<file path="src/rtl/instr_fetch.sv">
// Instruction-fetch stage: owns the PC, issues single-outstanding word reads to
// instruction memory and presents {if_valid, if_pc, if_instr} to decode.
module instr_fetch #(
  parameter logic [31:0] RESET_PC  = 32'h0000_0000,
  parameter logic [31:0] NOP_INSTR = 32'h0000_0013
) (
  input  logic        clk,
  input  logic        rst_n,
  input  logic [1:0]  branch,
  input  logic [31:0] branch_target,
  input  logic        stall,
  output logic        imem_req,
  output logic [31:0] imem_addr,
  input  logic        imem_rvalid,
  input  logic [31:0] imem_rdata,
  output logic        if_valid,
  output logic [31:0] if_pc,
  output logic [31:0] if_instr
);

  typedef enum logic [1:0] {
    START = 2'd0,
    REQ   = 2'd1,
    HOLD  = 2'd2
  } state_t;

  state_t      state_q, state_d;
  logic [31:0] pc_q, pc_d;
  logic [31:0] redir_q, redir_d;
  logic        flush_pending_q, flush_pending_d;
  logic [31:0] hold_pc_q, hold_pc_d;
  logic [31:0] hold_instr_q, hold_instr_d;
  logic        valid_d;
  logic [31:0] out_pc_d, out_instr_d;

  logic        redirect;
  logic [31:0] target;

  // Encoding 11 is reserved and behaves like sequential fetch.
  assign redirect  = (branch == 2'b01) || (branch == 2'b10);
  assign target    = {branch_target[31:1], 1'b0};

  assign imem_req  = (state_q == REQ);
  assign imem_addr = pc_q;

  always_comb begin
    state_d         = state_q;
    pc_d            = pc_q;
    redir_d         = redir_q;
    flush_pending_d = flush_pending_q;
    hold_pc_d       = hold_pc_q;
    hold_instr_d    = hold_instr_q;
    valid_d         = if_valid;
    out_pc_d        = if_pc;
    out_instr_d     = if_instr;

    // A redirect always turns the output into a bubble, even under stall.
    if (redirect) begin
      valid_d     = 1'b0;
      out_instr_d = NOP_INSTR;
    end

    case (state_q)
      START: begin
        state_d = REQ;
        if (redirect) begin
          pc_d = target;
        end else if (!stall) begin
          valid_d     = 1'b0;
          out_instr_d = NOP_INSTR;
        end
      end

      REQ: begin
        if (imem_rvalid) begin
          if (flush_pending_q || redirect) begin
            // Wrong-path data: drop it and restart at the newest redirect target.
            pc_d            = (flush_pending_q && !redirect) ? redir_q : target;
            flush_pending_d = 1'b0;
            if (!redirect && !stall) begin
              valid_d     = 1'b0;
              out_instr_d = NOP_INSTR;
            end
          end else if (!stall) begin
            valid_d     = 1'b1;
            out_pc_d    = pc_q;
            out_instr_d = imem_rdata;
            pc_d        = pc_q + 32'd4;
          end else begin
            hold_pc_d    = pc_q;
            hold_instr_d = imem_rdata;
            pc_d         = pc_q + 32'd4;
            state_d      = HOLD;
          end
        end else begin
          if (redirect) begin
            // The address must stay put until rvalid, so remember where to go.
            flush_pending_d = 1'b1;
            redir_d         = target;
          end else if (!stall) begin
            valid_d     = 1'b0;
            out_instr_d = NOP_INSTR;
          end
        end
      end

      HOLD: begin
        if (redirect) begin
          pc_d    = target;
          state_d = REQ;
        end else if (!stall) begin
          valid_d     = 1'b1;
          out_pc_d    = hold_pc_q;
          out_instr_d = hold_instr_q;
          state_d     = REQ;
        end
      end

      default: begin
        state_d = START;
      end
    endcase
  end

  always_ff @(posedge clk or negedge rst_n) begin
    if (!rst_n) begin
      state_q         <= START;
      pc_q            <= RESET_PC;
      redir_q         <= 32'h0;
      flush_pending_q <= 1'b0;
      hold_pc_q       <= 32'h0;
      hold_instr_q    <= 32'h0;
      if_valid        <= 1'b0;
      if_pc           <= 32'h0;
      if_instr        <= NOP_INSTR;
    end else begin
      state_q         <= state_d;
      pc_q            <= pc_d;
      redir_q         <= redir_d;
      flush_pending_q <= flush_pending_d;
      hold_pc_q       <= hold_pc_d;
      hold_instr_q    <= hold_instr_d;
      if_valid        <= valid_d;
      if_pc           <= out_pc_d;
      if_instr        <= out_instr_d;
    end
  end

  // The request address may not move while a read is still outstanding.
  a_addr_stable: assert property (@(posedge clk) disable iff (!rst_n)
    (imem_req && !imem_rvalid) |=> (imem_req && $stable(imem_addr)));

  a_no_req_in_hold: assert property (@(posedge clk) disable iff (!rst_n)
    (state_q == HOLD) |-> !imem_req);

endmodule

</file>
<file path="config.mk">
export PLATFORM = sky130hd
export DESIGN_NAME = instr_fetch
export DESIGN_NICKNAME = d
export VERILOG_FILES = /design/src/rtl/instr_fetch.sv
export SDC_FILE = /design/constraint.sdc
export NUM_CORES = 1
export LEC_CHECK = 0
export CELL_PAD_IN_SITES_DETAIL_PLACEMENT = 0
export CELL_PAD_IN_SITES_GLOBAL_PLACEMENT = 1
export CORE_AREA = 5 5 156 158
export DETAILED_ROUTE_END_ITERATION = 8
export DIE_AREA = 0 0 161 163
export PLACE_DENSITY_LB_ADDON = 0.25
export SKIP_CTS_REPAIR_TIMING = 1
export SLEW_MARGIN = 15
export SYNTH_ARGS = -nofsm -noshare
export SYNTH_HDL_FRONTEND = slang
export SYNTH_SLANG_ARGS = --single-unit
</file>
<file path="constraint.sdc">
create_clock -name clk -period 2.4 [get_ports clk]
set_input_delay 0.48 -clock clk [delete_from_list [all_inputs] [get_ports clk]]
set_output_delay 0.48 -clock clk [all_outputs]
set_load 0.1 [all_outputs]
</file>
==> run_results.csv, run 1 <==
group,metric,value,unit
worst_setup_path,criticalPathCategory,"in -> reg",
floorplan,design.core.area,23000,um^2
flow_run,cap_viol_max_count,0,
detailed_routing,drc,0,
hold_path,hp-start,"if_pc[12]",
worst_setup_path,path_cells,"clkdlybuf4s50_1 > buf_4 > xor2_1 > buf_4 > nor2_1 > a221o_1 > a21oi_1 > a21oi_1",
power,p_sw_share,49.8,%
worst_setup_path,r2r_start,"imem_addr[3]",
synthesis,yosysTopAreaCell,"dfrtp_1",
place,dp_hpwl,18300,um
timing,skew,0.0102,ns
power,sequentialPowerShare,34.6,%
synthesis,synth_enable_flop_cells,0,
outcome,outcome,"complete, no violations",
clock_tree,h-tree-depth,4,
timing,min_period,2.03,ns
floorplan,die-area,26200,um^2
worst_setup_path,r2r_slack,0.38,ns
synthesis,postSynth.asyncResetShare,100,%
detailed_routing,routed-via-count,7369,
timing,slew_violations,0,
global_route,grt_overflow,0,
final_layout,drive_above_1_share,24.8,%
worst_setup_path,cpPeakStageDelay,0.53,ns
global_route,track_usage,20.1,%
global_route,grt_pass1_vias,7279,
power,p_leak,5.29,nW
power,pwr-share-comb,46.7,%
global_route,grt_pass1_wl,42400,um
place,place_area,11500,um^2
synthesis,yosys_warnings,0,
power,p_clk_share,18.7,%
worst_setup_path,reg2reg_depth,7,
global_route,grt_max_degree,69,
final_layout,nFillCells,2077,
synthesis,ys.flop_type,"dfrtp_1",
detailed_routing,wire_per_inst,19.7,um
synthesis,synth_cell_type_count,71,
power,vdd_drop_max,856,uV
final_layout,area_growth,30.1,%
detailed_routing,drt_iter0_markers,549,
synthesis,yosysMostFrequentCell,"dfrtp_1",
detailed_routing,viasPerCell,5.50,
final_layout,stdcell_area,12200,um^2
power,p_sw,7.86,mW
timing,finalCritPeriodShare,84.5,%
final_layout,nets,1106,
power,intPower,7.92,mW
worst_setup_path,cp_data_required_time,2.71,ns
synthesis,synth.ff_latch_count,192,
clock_tree,path_clk_slew,0.08,ns
power,p_per_area,1300,nW/um^2
hold_path,holdPathStages,2,
floorplan,rows,56,
synthesis,synth_top_area_share,50.6,%
place,place.gp.congestion,0.811,
clock_tree,tritoncts,"built",
worst_setup_path,arrival,2.34,ns
worst_setup_path,critPathTopFamily,"buffers and inverters",
synthesis,yosysSeqAreaShare,51.5,%
global_route,antenna_found_initial,1,
detailed_routing,postRouteAntennaNets,0,
synthesis,synth_area_leaders,"dfrtp_1 51%, mux2_1 7.5%, mux2_4 4.7%",
synthesis,synth_common_cells,"189 x dfrtp_1, 77 x nand2_1, 71 x o21ai_0",
hold_path,holdPathEnd,"if_pc[12]",
worst_setup_path,worst_setup_path_start_kind,"input port",
floorplan,io_pins,168,
floorplan,start_util,40.7,%
final_layout,fin_cells,1339,
floorplan,fp.dieH,163,um
worst_setup_path,end_kind,"flop",
floorplan,die_w,161,um
timing,setup_violations,0,
clock_tree,numCtsBuffers,17,
synthesis,synth_area_per_cell,10.9,um^2
timing,hold_viol,0,
synthesis,synthCells,855,
worst_setup_path,critPathMaxFanout,5,
clock_tree,clock-sinks,192,
place,place_inst,1305,
detailed_routing,dr.pass1.iters,5,
synthesis,syn-cell-area,9350,um^2
hold_path,hold_class,"reg -> reg",
clock_tree,cts_root_buf,"clkbuf_16",
worst_setup_path,path_buf_inv,3,
worst_setup_path,critPathSlowestCell,"clkdlybuf4s50_1",
timing,max_freq,0.493,GHz
place,port_buffers,164,
clock_tree,clock_latency,0.43,ns
timing,rsz0062_at_grt,"no",
timing,slew_headroom,63.9,%
clock_tree,clk_path_buf_depth,2,
worst_setup_path,r2r-end,"imem_addr[30]",
detailed_routing,routed_wl,26400,um
timing,tightest_slew,0.540,ns
==> per-stage QoR <==
stage	power [mW]	setup WS (ns)	utilization, %	hold slack (ns)	TNS, ns
global route	16.6	0.207	52.9	0.504	0
floorplan	10.8	0.0329	-	0.184	0
global placement	12.8	-0.0973	50.1	0.414	-0.596
CTS	15.9	0.386	52.8	-0.0554	0
detailed placement	12.9	-0.0754	50.1	0.420	-0.814
finish	15.8	0.371	52.9	0.483	0
==> cells by family after synthesis <==
logic type	synth area share [%]
adder cells (fa/ha/maj)	0.134
buffers and inverters	3.55
AO/OA/AOI/OAI	15.5
other	0.0401
XOR/XNOR	1.21
multiplexers	16.8
AND/OR/NAND/NOR	11.4
flip-flops	51.5
==> state kept, by name (all words and copies together), names as in the netlist <==
register         cells
if_instr            32
hold_pc_q           31
flush_pending_q      1
if_pc               31
imem_addr           31
state_q              2
hold_instr_q        32
if_valid             1
redir_q             31
==> worst max path at each step <==
stage	to	slack (ns)	cells after the start	start
detailed placement	imem_addr[28]	-0.08	8	branch[0]
finish	imem_addr[13]	0.37	8	branch[0]
floorplan	imem_addr[24]	0.03	6	imem_addr[7]
global placement	imem_addr[28]	-0.1	8	branch[0]
CTS	imem_addr[13]	0.39	8	branch[0]
global route	imem_addr[31]	0.21	6	imem_addr[4]
==> per-layer routing <==
layer	up-vias	GRT usage, %	wire length, um
li1	3503	-	-
met1	3640	29.9	12700
met2	207	31.5	12200
met3	19	3.24	1270
met4	0	3.99	244
met5	-	0	0
==> tightest hold or removal path: stages (launching register included) <==
cell and delay (ns):
dfrtp_1 0.35, nand2_1 0.04, o21ai_0 0.06
==> cell type report <==
| class | instances | area (um^2) | area share (%) |
|---|---|---|---|
| multi-input combinational | 592 | 4220 | 34.8 |
| sequential | 192 | 4820 | 39.7 |
| clock buffer | 17 | 425 | 3.50 |
| tap | 290 | 363 | 2.99 |
| antenna | 1 | 2.50 | 0.0206 |
| inverter | 5 | 18.8 | 0.154 |
| timing repair buffer | 227 | 2090 | 17.2 |
| clock inverter | 15 | 204 | 1.68 |
==> power groups by stage <==
stage | combinational [mW] | clock [mW] | sequential [mW]
after global placement | 7.35 | 0 | 5.47
after floorplan | 2.03 | 0 | 8.78
after detailed placement | 7.41 | 0 | 5.53
after global routing | 7.78 | 3.17 | 5.65
after CTS | 7.42 | 3.03 | 5.46
final | 7.37 | 2.95 | 5.46
==> placed cells by master, fill, tap and decap left out, drive strengths merged, types with 2 or more instances in the layout <==
cell type	netlist	final
dfstp	3	3
and3	13	13
o2111ai	2	2
clkinv	0	7
o211ai	8	8
nand4	15	15
dfrtp	189	189
nor2b	3	3
nor3	8	8
mux2i	39	39
and2	4	4
a32oi	2	2
a222oi	2	2
o311ai	3	3
nand3	27	27
a21oi	22	22
or3	3	3
clkbuf	35	18
clkdlybuf4s50	0	67
inv	5	13
o21ai	98	98
conb	1	2
o221ai	4	4
o311a	2	2
a31oi	8	8
a22oi	56	56
nor2	47	47
nand2	80	80
a211oi	6	6
buf	32	158
nand2b	2	2
xnor2	6	6
and4	2	2
nor4	4	4
mux2	95	95
xor2	6	6
o22ai	2	2
a221o	2	2
Note: power is estimated with default switching activity, not from simulation.
==> inputs of run 2 (changes only) <==
- CORE_AREA: 5 5 156 158 -> 5 5 163 165
- DIE_AREA: 0 0 161 163 -> 0 0 168 170
- clock period: 2.4 -> 1.8 ns (I/O delays scaled with it)
==> run_results.csv, run 2 (synthesized netlist as in run 1, its figures left out) <==
group,metric,value,unit
outcome,outcome,"complete, no violations",
floorplan,io_pins,168,
timing,skew,0.00842,ns
timing,setup_violations,0,
worst_setup_path,critical_path.most_common_cell,"buf_6",
clock_tree,h-tree-depth,4,
detailed_routing,drt_iter0_markers,535,
worst_setup_path,critPathMaxFanout,11,
worst_setup_path,arrival,2.15,ns
flow_run,cap_viol_max_count,0,
global_route,grt_max_degree,68,
detailed_routing,wire_per_inst,19.8,um
worst_setup_path,criticalPathCategory,"reg -> reg",
timing,finalCritPeriodShare,99.6,%
clock_tree,clock-sinks,192,
power,p_leak,6.06,nW
worst_setup_path,critPathTopFamily,"simple AND/OR/NAND/NOR gates",
floorplan,fp.dieH,170,um
final_layout,reg_top3,"hold_instr_q x32, if_instr x32",
clock_tree,tritoncts,"built",
worst_setup_path,critPathSlowestCell,"dfrtp_1",
detailed_routing,routed-via-count,7797,
final_layout,layout_common_cells,"162 x dfrtp_1, 115 x buf_12, 95 x buf_4",
final_layout,nets,1171,
detailed_routing,postRouteAntennaNets,0,
timing,slew_headroom,63.4,%
detailed_routing,drc,0,
detailed_routing,dr.pass1.iters,5,
final_layout,fin_cells,1444,
place,port_buffers,164,
final_layout,final_common_cell,"dfrtp_1",
clock_tree,path_clk_slew,0.08,ns
clock_tree,clk_path_buf_depth,2,
timing,max_freq,0.558,GHz
worst_setup_path,cp_data_required_time,2.15,ns
timing,slew_violations,0,
hold_path,hold_class,"in -> async",
worst_setup_path,path_buf_inv,3,
place,dp_hpwl,20100,um
worst_setup_path,r2r_start,"state_q[1]",
floorplan,die-area,28600,um^2
place,place.gp.congestion,0.852,
detailed_routing,routed_wl,28600,um
final_layout,area_growth,51.8,%
worst_setup_path,worst_setup_path_start_kind,"flop",
global_route,grt_overflow,0,
timing,hold_viol,0,
worst_setup_path,critical_path_depth,8,
clock_tree,numCtsBuffers,17,
place,place_area,13200,um^2
floorplan,die_w,168,um
timing,tightest_slew,0.546,ns
worst_setup_path,end_kind,"flop",
power,total_power,24.0,mW
power,vdd_drop_max,1250,uV
final_layout,utilization,57.0,%
worst_setup_path,r2r_slack,0.007,ns
global_route,antenna_found_initial,0,
worst_setup_path,r2r-end,"if_instr[18]",
floorplan,design.core.area,24900,um^2
clock_tree,clock_latency,0.44,ns
global_route,grt_pass1_vias,7655,
final_layout,drive_above_1_share,32.1,%
worst_setup_path,cpPeakStageDelay,0.40,ns
place,place_ws,-0.505,ns
clock_tree,cts_root_buf,"clkbuf_16",
timing,final.setup.worst_slack,0.00700,ns
worst_setup_path,path_cells,"buf_6 > and4bb_2 > nand2_2 > buf_6 > nor2_4 > clkbuf_16 > a22oi_1 > o21ai_1",
global_route,grt_pass1_wl,44800,um
detailed_routing,viasPerCell,5.40,
timing,rsz0062_at_grt,"yes",
timing,min_period,1.79,ns
power,p_per_area,1690,nW/um^2
final_layout,stdcell_area,14200,um^2
global_route,track_usage,19.6,%
floorplan,start_util,37.5,%
worst_setup_path,reg2reg_depth,8,
place,place_inst,1396,
floorplan,rows,58,
==> run 2: metrics by stage <==
| stage | hold WS, ns | setup TNS [ns] |
|---|---|---|
| 6_report | 0.343 | 0 |
| 5_1_grt | 0.357 | -0.602 |
| 4_1_cts | -0.259 | -0.802 |
| 3_5_place_dp | 0.209 | -74.78 |
| 3_3_place_gp | 0.209 | -72.83 |
| 2_1_floorplan | 0.0644 | -0.893 |
==> run 2: how the worst max path moves through the flow <==
stage | start | slack (ns) | end
2_1_floorplan | imem_addr[10] | -0.28 | imem_addr[30]
3_3_place_gp | branch[1] | -0.49 | redir_q[1]
3_5_place_dp | branch[1] | -0.51 | redir_q[1]
4_1_cts | branch[1] | -0.05 | redir_q[1]
5_1_grt | state_q[1] | -0.08 | if_instr[18]
6_report | state_q[1] | 0.007 | if_instr[18]
==> run 2: area by class of cell <==
class,instances,area [um^2]
diodes,1,2.50
clock buffers,17,425
clock inverters,15,191
fillers,2082,10700
inverters,5,18.8
multi-input cells,592,4330
flip-flops and latches,192,4880
well taps,330,413
repair buffers,292,3920
==> run 2: layer usage <==
layer  wire length (um)  GRT usage (%)
met1              13500           28.8
met2              13500           30.9
met3               1240           2.97
met4                351           4.59
met5                  0              0
==> run 2: power by group <==
group | total [mW] | switching [mW] | internal (mW)
logic | 12.8 | 7.85 | 4.95
registers | 7.24 | 1.24 | 6.00
clock network | 3.96 | 1.94 | 2.02
